==> config.mk <==
export PLATFORM = sky130hd
export DESIGN_NAME = modbus_tx_frame_sched
export DESIGN_NICKNAME = d
export VERILOG_FILES = /design/src/rtl/modbus_tx_frame_sched.sv
export SDC_FILE = /design/constraint.sdc
export NUM_CORES = 2
export LEC_CHECK = 0
export CORE_AREA = 2 2 460 462
export DETAILED_ROUTE_END_ITERATION = 12
export DIE_AREA = 0 0 462 464
export MAX_ROUTING_LAYER = met4
export SKIP_CTS_REPAIR_TIMING = 1
export SLEW_MARGIN = 0
export SYNTH_ARGS = -nofsm -noshare
export SYNTH_HDL_FRONTEND = slang
export SYNTH_SLANG_ARGS = --single-unit
==> constraint.sdc <==
create_clock -name clk -period 4 [get_ports clk]
set_input_delay 0.6 -clock clk [delete_from_list [all_inputs] [get_ports clk]]
set_output_delay 0.6 -clock clk [all_outputs]
set_load 0.02 [all_outputs]
==> src/rtl/modbus_tx_frame_sched.sv <==
// Modbus RTU response frame scheduler.
// Buffers the payload, waits out the t3.5 line silence, feeds uart_byte_tx one
// byte per tx_start/tx_done handshake and appends CRC-16/Modbus (low byte first).
module modbus_tx_frame_sched #(
    parameter int CLK_FREQ  = 50000000,
    parameter int BAUD_RATE = 115200,
    parameter int DEPTH     = 256,
    localparam int AW       = $clog2(DEPTH)
) (
    input  logic          clk,
    input  logic          rst,
    input  logic          buf_wr_en,
    input  logic [AW-1:0] buf_wr_addr,
    input  logic [7:0]    buf_wr_data,
    input  logic          send_req,
    input  logic [AW:0]   send_len,
    output logic          busy,
    output logic          send_done,
    output logic          send_err,
    output logic          tx_start,
    output logic [7:0]    tx_data,
    input  logic          tx_done,
    input  logic          tx_state,
    input  logic          rx_state
);

    // Above 19200 baud the silence is a fixed 1.75 ms, otherwise 3.5 characters of 11 bits.
    localparam longint T35_L = (BAUD_RATE > 19200)
        ? (longint'(CLK_FREQ) * 64'sd7) / 64'sd4000
        : (longint'(CLK_FREQ) * 64'sd385) / (64'sd10 * longint'(BAUD_RATE));
    localparam int            T35_CYC = int'(T35_L);
    localparam int            CW      = $clog2(T35_CYC + 1);
    localparam logic [CW-1:0] T35_MAX = CW'(T35_CYC);
    localparam logic [AW:0]   LEN_MAX = (AW + 1)'(DEPTH);

    typedef enum logic [2:0] {
        S_IDLE   = 3'd0,
        S_GAP    = 3'd1,
        S_LOAD   = 3'd2,
        S_SEND   = 3'd3,
        S_WAIT   = 3'd4,
        S_CRC_LO = 3'd5,
        S_CRC_HI = 3'd6,
        S_DONE   = 3'd7
    } state_t;

    // Which byte WAIT is waiting on, so one WAIT state serves payload and CRC bytes.
    typedef enum logic [1:0] {
        PH_DATA   = 2'd0,
        PH_CRC_LO = 2'd1,
        PH_CRC_HI = 2'd2
    } phase_t;

    // One byte of CRC-16/Modbus (reflected poly 0xA001), fully unrolled.
    function automatic logic [15:0] crc16_update(input logic [15:0] crc_in, input logic [7:0] data_in);
        logic [15:0] c;
        c = crc_in ^ {8'h00, data_in};
        for (int i = 0; i < 8; i++) begin
            c = c[0] ? ((c >> 1) ^ 16'hA001) : (c >> 1);
        end
        return c;
    endfunction

    logic [7:0]    mem_q [DEPTH];
    state_t        state_q, state_d;
    phase_t        phase_q, phase_d;
    logic [CW-1:0] cnt_q, cnt_d;
    logic [AW:0]   len_q, len_d;
    logic [AW:0]   idx_q, idx_d;
    logic [15:0]   crc_q, crc_d;
    logic [7:0]    tx_data_q, tx_data_d;
    logic          tx_start_q, tx_start_d;
    logic          busy_q, busy_d;
    logic          send_done_q, send_done_d;
    logic          send_err_q, send_err_d;
    logic          cnt_sat_s;
    logic          len_bad_s;

    assign cnt_sat_s = (cnt_q == T35_MAX);
    assign len_bad_s = (send_len == {(AW + 1){1'b0}}) || (send_len > LEN_MAX);

    // Line-silence counter: any rx/tx activity restarts it, otherwise count up to t3.5.
    always_comb begin
        cnt_d = cnt_q;
        if (rx_state || tx_state) begin
            cnt_d = {CW{1'b0}};
        end else if (!cnt_sat_s) begin
            cnt_d = cnt_q + CW'(1);
        end else begin
            cnt_d = cnt_q;
        end
    end

    // Frame sequencer: next state, datapath updates and registered output strobes.
    always_comb begin
        state_d    = state_q;
        phase_d    = phase_q;
        len_d      = len_q;
        idx_d      = idx_q;
        crc_d      = crc_q;
        tx_data_d  = tx_data_q;
        send_err_d = 1'b0;
        case (state_q)
            S_IDLE: begin
                if (send_req) begin
                    if (len_bad_s) begin
                        send_err_d = 1'b1;
                    end else begin
                        len_d   = send_len;
                        idx_d   = {(AW + 1){1'b0}};
                        crc_d   = 16'hFFFF;
                        phase_d = PH_DATA;
                        state_d = cnt_sat_s ? S_LOAD : S_GAP;
                    end
                end else begin
                    state_d = S_IDLE;
                end
            end
            S_GAP: begin
                if (cnt_sat_s) begin
                    state_d = S_LOAD;
                end else begin
                    state_d = S_GAP;
                end
            end
            S_LOAD: begin
                // Registered read: the byte lands in tx_data_q for the SEND cycle.
                tx_data_d = mem_q[idx_q[AW-1:0]];
                state_d   = S_SEND;
            end
            S_SEND: begin
                crc_d   = crc16_update(crc_q, tx_data_q);
                state_d = S_WAIT;
            end
            S_WAIT: begin
                if (tx_done) begin
                    case (phase_q)
                        PH_DATA: begin
                            if ((idx_q + (AW + 1)'(1)) < len_q) begin
                                idx_d   = idx_q + (AW + 1)'(1);
                                state_d = S_LOAD;
                            end else begin
                                phase_d   = PH_CRC_LO;
                                tx_data_d = crc_q[7:0];
                                state_d   = S_CRC_LO;
                            end
                        end
                        PH_CRC_LO: begin
                            phase_d   = PH_CRC_HI;
                            tx_data_d = crc_q[15:8];
                            state_d   = S_CRC_HI;
                        end
                        default: begin
                            state_d = S_DONE;
                        end
                    endcase
                end else begin
                    state_d = S_WAIT;
                end
            end
            S_CRC_LO: state_d = S_WAIT;
            S_CRC_HI: state_d = S_WAIT;
            S_DONE:   state_d = S_IDLE;
            default:  state_d = S_IDLE;
        endcase
        tx_start_d  = (state_d == S_SEND) || (state_d == S_CRC_LO) || (state_d == S_CRC_HI);
        busy_d      = (state_d != S_IDLE) && (state_d != S_DONE);
        send_done_d = (state_d == S_DONE);
    end

    // State, datapath and output registers with synchronous reset.
    always_ff @(posedge clk) begin
        if (rst) begin
            state_q     <= S_IDLE;
            phase_q     <= PH_DATA;
            cnt_q       <= {CW{1'b0}};
            len_q       <= {(AW + 1){1'b0}};
            idx_q       <= {(AW + 1){1'b0}};
            crc_q       <= 16'hFFFF;
            tx_data_q   <= 8'h00;
            tx_start_q  <= 1'b0;
            busy_q      <= 1'b0;
            send_done_q <= 1'b0;
            send_err_q  <= 1'b0;
        end else begin
            state_q     <= state_d;
            phase_q     <= phase_d;
            cnt_q       <= cnt_d;
            len_q       <= len_d;
            idx_q       <= idx_d;
            crc_q       <= crc_d;
            tx_data_q   <= tx_data_d;
            tx_start_q  <= tx_start_d;
            busy_q      <= busy_d;
            send_done_q <= send_done_d;
            send_err_q  <= send_err_d;
        end
    end

    // Payload buffer write port; locked while a frame is being sent.
    always_ff @(posedge clk) begin
        if (buf_wr_en && !busy_q) begin
            mem_q[buf_wr_addr] <= buf_wr_data;
        end
    end

    assign busy      = busy_q;
    assign send_done = send_done_q;
    assign send_err  = send_err_q;
    assign tx_start  = tx_start_q;
    assign tx_data   = tx_data_q;

endmodule

==> Word level (Yosys, flattened, before mapping) <==
Memories as Yosys holds them, arrays and structs flattened. A register that Yosys moved wholly into a read port is not among the register bits.
Index checks and enable logic that the tools add are counted.
{ "classes": {"add_sub_neg": 2, "magnitude_cmp": 2, "eq_ne": 21, "n_mux": 39, "bitwise_logic": 12, "reduce_logical": 22} }
{ "op_table": {"columns": ["op", "count"], "rows": [
  ["$mux 16", 10],
  ["$mux 9", 5],
  ["$mux 8", 4],
  ["$pmux 16 s2", 1],
  ["$pmux 8 s2", 2],
  ["$not 2->3", 8],
  ["$eq 3x3->1 const B", 7],
  ["$pmux 3 s6", 1],
  ["$pmux 9 s2", 1],
  ["$add 17x1->17 const B", 1],
  ["$eq 17x17->1 const B", 1],
  ["$xor 16x8->16", 1],
  ["$mux 3", 4],
  ["$reduce_and 6->1", 2],
  ["$mux 2", 5],
  ["$add 9x1->9 const B", 1],
  ["$eq 3x2->1 const B", 3],
  ["$gt 9x9->1 const B", 1],
  ["$logic_not 9->1", 1],
  ["$lt 9x9->1", 1],
  ["$ne 2x2->1 const B", 4],
  ["$pmux 2 s2", 2],
  ["$ne 3x3->1 const B", 2],
  ["$pmux 3 s2", 1],
  ["other kinds (17)", 29]
]} }
{ "totals": {"register_bits": 68, "mem_bits_rw": 2048, "in_bits": 32, "output_inout_bits": 12, "n_memories": 1} }
{ "memory_table": {"columns": ["name", "depth", "word_bits", "rd", "rd_clocked_by_memory_dff", "write_ports", "line", "rtl"], "rows": [
  ["mem_q", 256, 8, 1, 1, 1, "64", "logic [7:0] mem_q [DEPTH];"]
]} }

==> Longest topological paths before layout <==
{ "logic_depth": {"depth_word": 18, "mapped_depth": 13, "depth_no_buf": 12} }

==> Least setup slack after synthesis <==
No wires, ideal clock.
{ "synth_timing": {"path_kind": "flip-flop to flip-flop", "startpoint": "reg idx_q[0]", "endpoint": "reg (tool-made name)", "setup_ns": 0.078, "t_arrival_ns": 2.996, "path_slack_ns": 0.927, "path_stages_with_launch": 14, "period_less_slack_ns": 3.073, "cell_sequence": "dfxtp_1 -> ha_1 -> and3_1 -> and3_1 -> xor2_1 -> ha_1 -> a21o_1 -> a21oi_1 -> o21ai_0 -> nor4_1 -> o21ai_1 -> clkbuf_1 -> or3_1 -> a21oi_1"} }
{ "synth_lines": {"columns": ["element", "line", "rtl"], "rows": [
  ["from (decl)", "69", "logic [AW:0] idx_q, idx_d;"],
  ["from (signal assigned)", "178", "idx_q <= {(AW + 1){1'b0}};"],
  ["from (signal assigned)", "190", "idx_q <= idx_d;"]
]} }

==> impl_metrics.ini <==
[sta]
layout_min_cycle_time_ns = 3.98
grt_setup_unrepaired = no
setup_viol = 0
tightestPinTransition_ns = 1.26
sum_of_negative_setup_slack_ns = 0
final-hold-violation-count = 0
final.setup_skew_ns = 0.0501
max_slew_margin_pct = 15.6
final_max_slew_viol_count = 0
fmaxAchievable_ghz = 0.251
post-route-period-util_pct = 99.5
setup_ws_ns = 0.0196
hold_slack_ns = 0.257

[synth]
async_flop_share_pct = 0
postSynthAreaPerCell_sq_um = 20.5
synth_edf_count = 2048
synth_warnings = 0
synth_fp_nets = 4111
postSynthCellCount = 4068
synth-main-ff-cell = sky130_fd_sc_hd__edfxtp_1
netlist_area_before_placement_sq_mm = 0.0834
post_synth_num_cell_types = 73
synth-seq-cells = 2124
seq_area_frac_synth_pct = 75.6

[power_and_ir_drop]
ir_worst_vdd_mv = 0.363
power.combinational.fraction_pct = 1.5
power.static_leakage_nw = 30.0
clock_share_of_power_pct = 43.4
cell_internal_pwr_w = 0.0353
netSwitchingPower_w = 0.00897
p_sw_share_pct = 20.3
power.density_mw_per_mm2 = 458
seq_power_share_pct = 55.1

[routing]
routed_via_density = 5.66
drt_iter0_markers = 5095
avgRoutedWirePerCell_um = 28.5
detail-route-antenna-nets = 0
drcViolationCount = 0
routed_wl_mm = 215
drt_pre_antenna_iters = 6
route.vias.total = 42700

[final_layout]
post_route_cells_drive_above_1_share_pct = 27.9
num-fill-cells = 17300
synthToLayoutAreaGrowth_pct = 15.9
fin_area_sq_mm = 0.0967
nNetsFinal = 4597

[cts]
clock_root_buffer_master = sky130_fd_sc_hd__clkbuf_16
cts_max_level = 4
numClockSinks = 2124
clk_pin_slew_worst_paths_ns = 0.06
tritoncts.num_buffers = 211
worst_skew_late_latency_ns = 0.86
maximum_clock_insertion_buffer_count = 3
cts_tree = done

[floorplanning]
chipWidth_um = 462
design.core.area_sq_mm = 0.209
io-pin-count = 44
die_y_um = 464
row_count = 168
design.die.area_sq_mm = 0.214
floorplan.initialDensity_pct = 39.9

[grt]
grt_overflow = 0
first_global_vias = 42600
grt_first_pass_wirelength_mm = 310
gr-usage-all-layers_pct = 20.7
grt_max_degree = 119
number_of_antenna_violations_at_the_first_check_in_global_routing = 6

[placed_design]
area_after_dpl_sq_mm = 0.0900
port_buffers = 43
post-place-ws_ns = 0.154
gpl.final_weighted_congestion = 0.896
detailed_place_hpwl_mm = 137

[min_path]
timing.hold.worst_endpoint = mem_q[67][2]$_DFFE_PP_
hold_path_depth = 1
hold_path_class = in2reg
worstHoldStart = buf_wr_data[2]

[setup_path]
critical-path-top-cell-by-count = sky130_fd_sc_hd__buf_4
r2r.worst_path.cells = 9
critical_path.cell_chain = buf_4 > mux4_2 > and2_1 > a2111oi_0 > buf_4 > nor4_1 > a221oi_2 > a211oi_1 > o221a_1
rrSetupSlack_ns = 0.02
crit_path_end_kind = register
critPathKind = reg2reg
crit_buf_inv = 2
regToRegEndpoint = tx_data[6]$_SDFFE_PP0P_
cpLargestDelayFamily = compound AO/OA/AOI/OAI gates
timing.critical_path.required_ns = 4.75
timing.critical_path.slowest_stage_cell = sky130_fd_sc_hd__a2111oi_0
worst_ep_arrival_time_ns = 4.73
timing.critical_path.from_type = register
crit_path_max_incr_delay_ns = 0.91
critical_path_maximum_fanout = 20

[flow_run]
number_of_violations_of_the_max_capacitance_limit = 0

[status]
run_status = finished clean
-- layout make-up --
| class | instances | area, sq um | area share, % |
|---|---|---|---|
| inverter | 28 | 105 | 0.109 |
| tap | 2805 | 3510 | 3.63 |
| clock buffer | 272 | 5670 | 5.87 |
| timing repair buffer | 511 | 4480 | 4.63 |
| multi-input combinational | 1678 | 18800 | 19.5 |
| sequential | 2124 | 63000 | 65.2 |
| clock inverter | 120 | 1060 | 1.10 |
| antenna | 2 | 5.00 | 0.00518 |
-- synthesized netlist by cell type (10+ instances only) --
library cell	count	share of area, %
sky130_fd_sc_hd__nand2_1	121	0.54
sky130_fd_sc_hd__nor2b_1	27	0.20
sky130_fd_sc_hd__a211oi_1	12	0.11
sky130_fd_sc_hd__ha_1	11	0.17
sky130_fd_sc_hd__a221oi_1	20	0.21
sky130_fd_sc_hd__edfxtp_1	2048	74
sky130_fd_sc_hd__mux4_1	24	0.76
sky130_fd_sc_hd__nand3_1	54	0.32
sky130_fd_sc_hd__a31oi_1	12	0.090
sky130_fd_sc_hd__buf_4	37	0.33
sky130_fd_sc_hd__nor2_1	326	1.5
sky130_fd_sc_hd__and2_1	11	0.083
sky130_fd_sc_hd__o21ai_0	50	0.30
sky130_fd_sc_hd__xnor2_1	18	0.19
sky130_fd_sc_hd__buf_1	11	0.050
sky130_fd_sc_hd__xor2_1	22	0.23
sky130_fd_sc_hd__inv_1	26	0.12
sky130_fd_sc_hd__or4_1	10	0.090
sky130_fd_sc_hd__mux2i_1	107	1.3
sky130_fd_sc_hd__clkbuf_1	100	0.45
sky130_fd_sc_hd__a22o_1	11	0.12
sky130_fd_sc_hd__o22ai_1	19	0.14
sky130_fd_sc_hd__mux4_2	502	14
sky130_fd_sc_hd__mux2_2	10	0.14
sky130_fd_sc_hd__nor3_1	28	0.17
sky130_fd_sc_hd__a21oi_1	61	0.37
sky130_fd_sc_hd__buf_6	25	0.34
sky130_fd_sc_hd__buf_2	54	0.32
sky130_fd_sc_hd__a22oi_1	67	0.60
sky130_fd_sc_hd__o221ai_1	25	0.26
sky130_fd_sc_hd__dfxtp_1	76	1.8
sky130_fd_sc_hd__nand2b_1	11	0.083
sky130_fd_sc_hd__nand4_1	25	0.19
-- worst register-to-register path, stage by stage, from the launching register on --
cell,delay (ns)
sky130_fd_sc_hd__dfxtp_4,0.70
sky130_fd_sc_hd__buf_4,0.39
sky130_fd_sc_hd__mux4_2,0.59
sky130_fd_sc_hd__and2_1,0.18
sky130_fd_sc_hd__a2111oi_0,0.91
sky130_fd_sc_hd__buf_4,0.24
sky130_fd_sc_hd__nor4_1,0.06
sky130_fd_sc_hd__a221oi_2,0.44
sky130_fd_sc_hd__a211oi_1,0.12
sky130_fd_sc_hd__o221a_1,0.23
-- metrics by stage --
stage | std cells | total power (W) | util [%]
after global placement | 7146 | 0.0255 | 43.0
final | 7540 | 0.0443 | 46.2
after global routing | 7540 | 0.0456 | 46.2
after CTS | 7538 | 0.0446 | 46.2
after detailed placement | 7146 | 0.0255 | 43.0
after floorplan | 4068 | 0.0250 | -
-- sequential cells by signal, summed over array words and instances, names as in the netlist, named ones only --
name,cells
len_q,9
idx_q,9
phase_q,2
send_done,1
busy,1
cnt_q,17
state_q,3
mem_q,2048
send_err,1
crc_q,16
tx_data,8
tx_start,1
-- metal layers --
layer / global-route usage, % / part of all wire [%]
met5: - / 0
met2: 31.9 / 48
met1: 28.3 / 42
met3: 3.54 / 7.4
met4: 5.84 / 2.7
-- worst max path at each step --
| stage | endpoint | cells past startpoint | startpoint | slack, ns |
|---|---|---|---|---|
| after floorplan | register | 13 | idx_q[0]$_SDFFE_PP0P_ | 0.93 |
| after global placement | tx_data[6]$_SDFFE_PP0P_ | 9 | register | 0.19 |
| after detailed placement | tx_data[6]$_SDFFE_PP0P_ | 9 | register | 0.15 |
| after CTS | tx_data[6]$_SDFFE_PP0P_ | 9 | register | 0.11 |
| after global routing | tx_data[6]$_SDFFE_PP0P_ | 9 | register | 0.02 |
| final | tx_data[6]$_SDFFE_PP0P_ | 9 | register | 0.02 |
-- cell families (layout without fill, tap and decap cells) --
family,count (synthesis),in the layout,share of synthesized area (%)
DFF,2124,2124,75.6
adders and majority gates,11,11,0.165
xor gates and xnor gates,41,41,0.449
other,0,2,0
buffers and inverters,266,931,1.87
AOI/OAI and AO/OA,329,329,2.74
muxes,643,643,15.7
and+or+nand+nor,654,654,3.48
-- layout by cell type, fill, tap and decap left out, types with 40 or more instances in the layout --
cell and n:
sky130_fd_sc_hd__clkbuf_16 215, sky130_fd_sc_hd__nor2_1 325, sky130_fd_sc_hd__mux2i_1 107, sky130_fd_sc_hd__a21oi_1 61, sky130_fd_sc_hd__dfxtp_1 71, sky130_fd_sc_hd__nand2_1 121, sky130_fd_sc_hd__a22oi_1 67, sky130_fd_sc_hd__mux4_2 502
sky130_fd_sc_hd__nand3_1 54, sky130_fd_sc_hd__buf_12 40, sky130_fd_sc_hd__edfxtp_1 2048, sky130_fd_sc_hd__buf_4 428, sky130_fd_sc_hd__clkinv_2 53, sky130_fd_sc_hd__clkbuf_1 49, sky130_fd_sc_hd__o21ai_0 50
-- power groups by stage --
stage          logic [W]  clock network (W)  registers, W
2_1_floorplan   0.000112                  0        0.0249
3_3_place_gp    0.000642                  0        0.0249
3_5_place_dp    0.000664                  0        0.0249
4_1_cts         0.000664             0.0196        0.0244
5_1_grt         0.000703             0.0205        0.0244
6_report        0.000652             0.0192        0.0244
(Power assumes the default switching activity.)
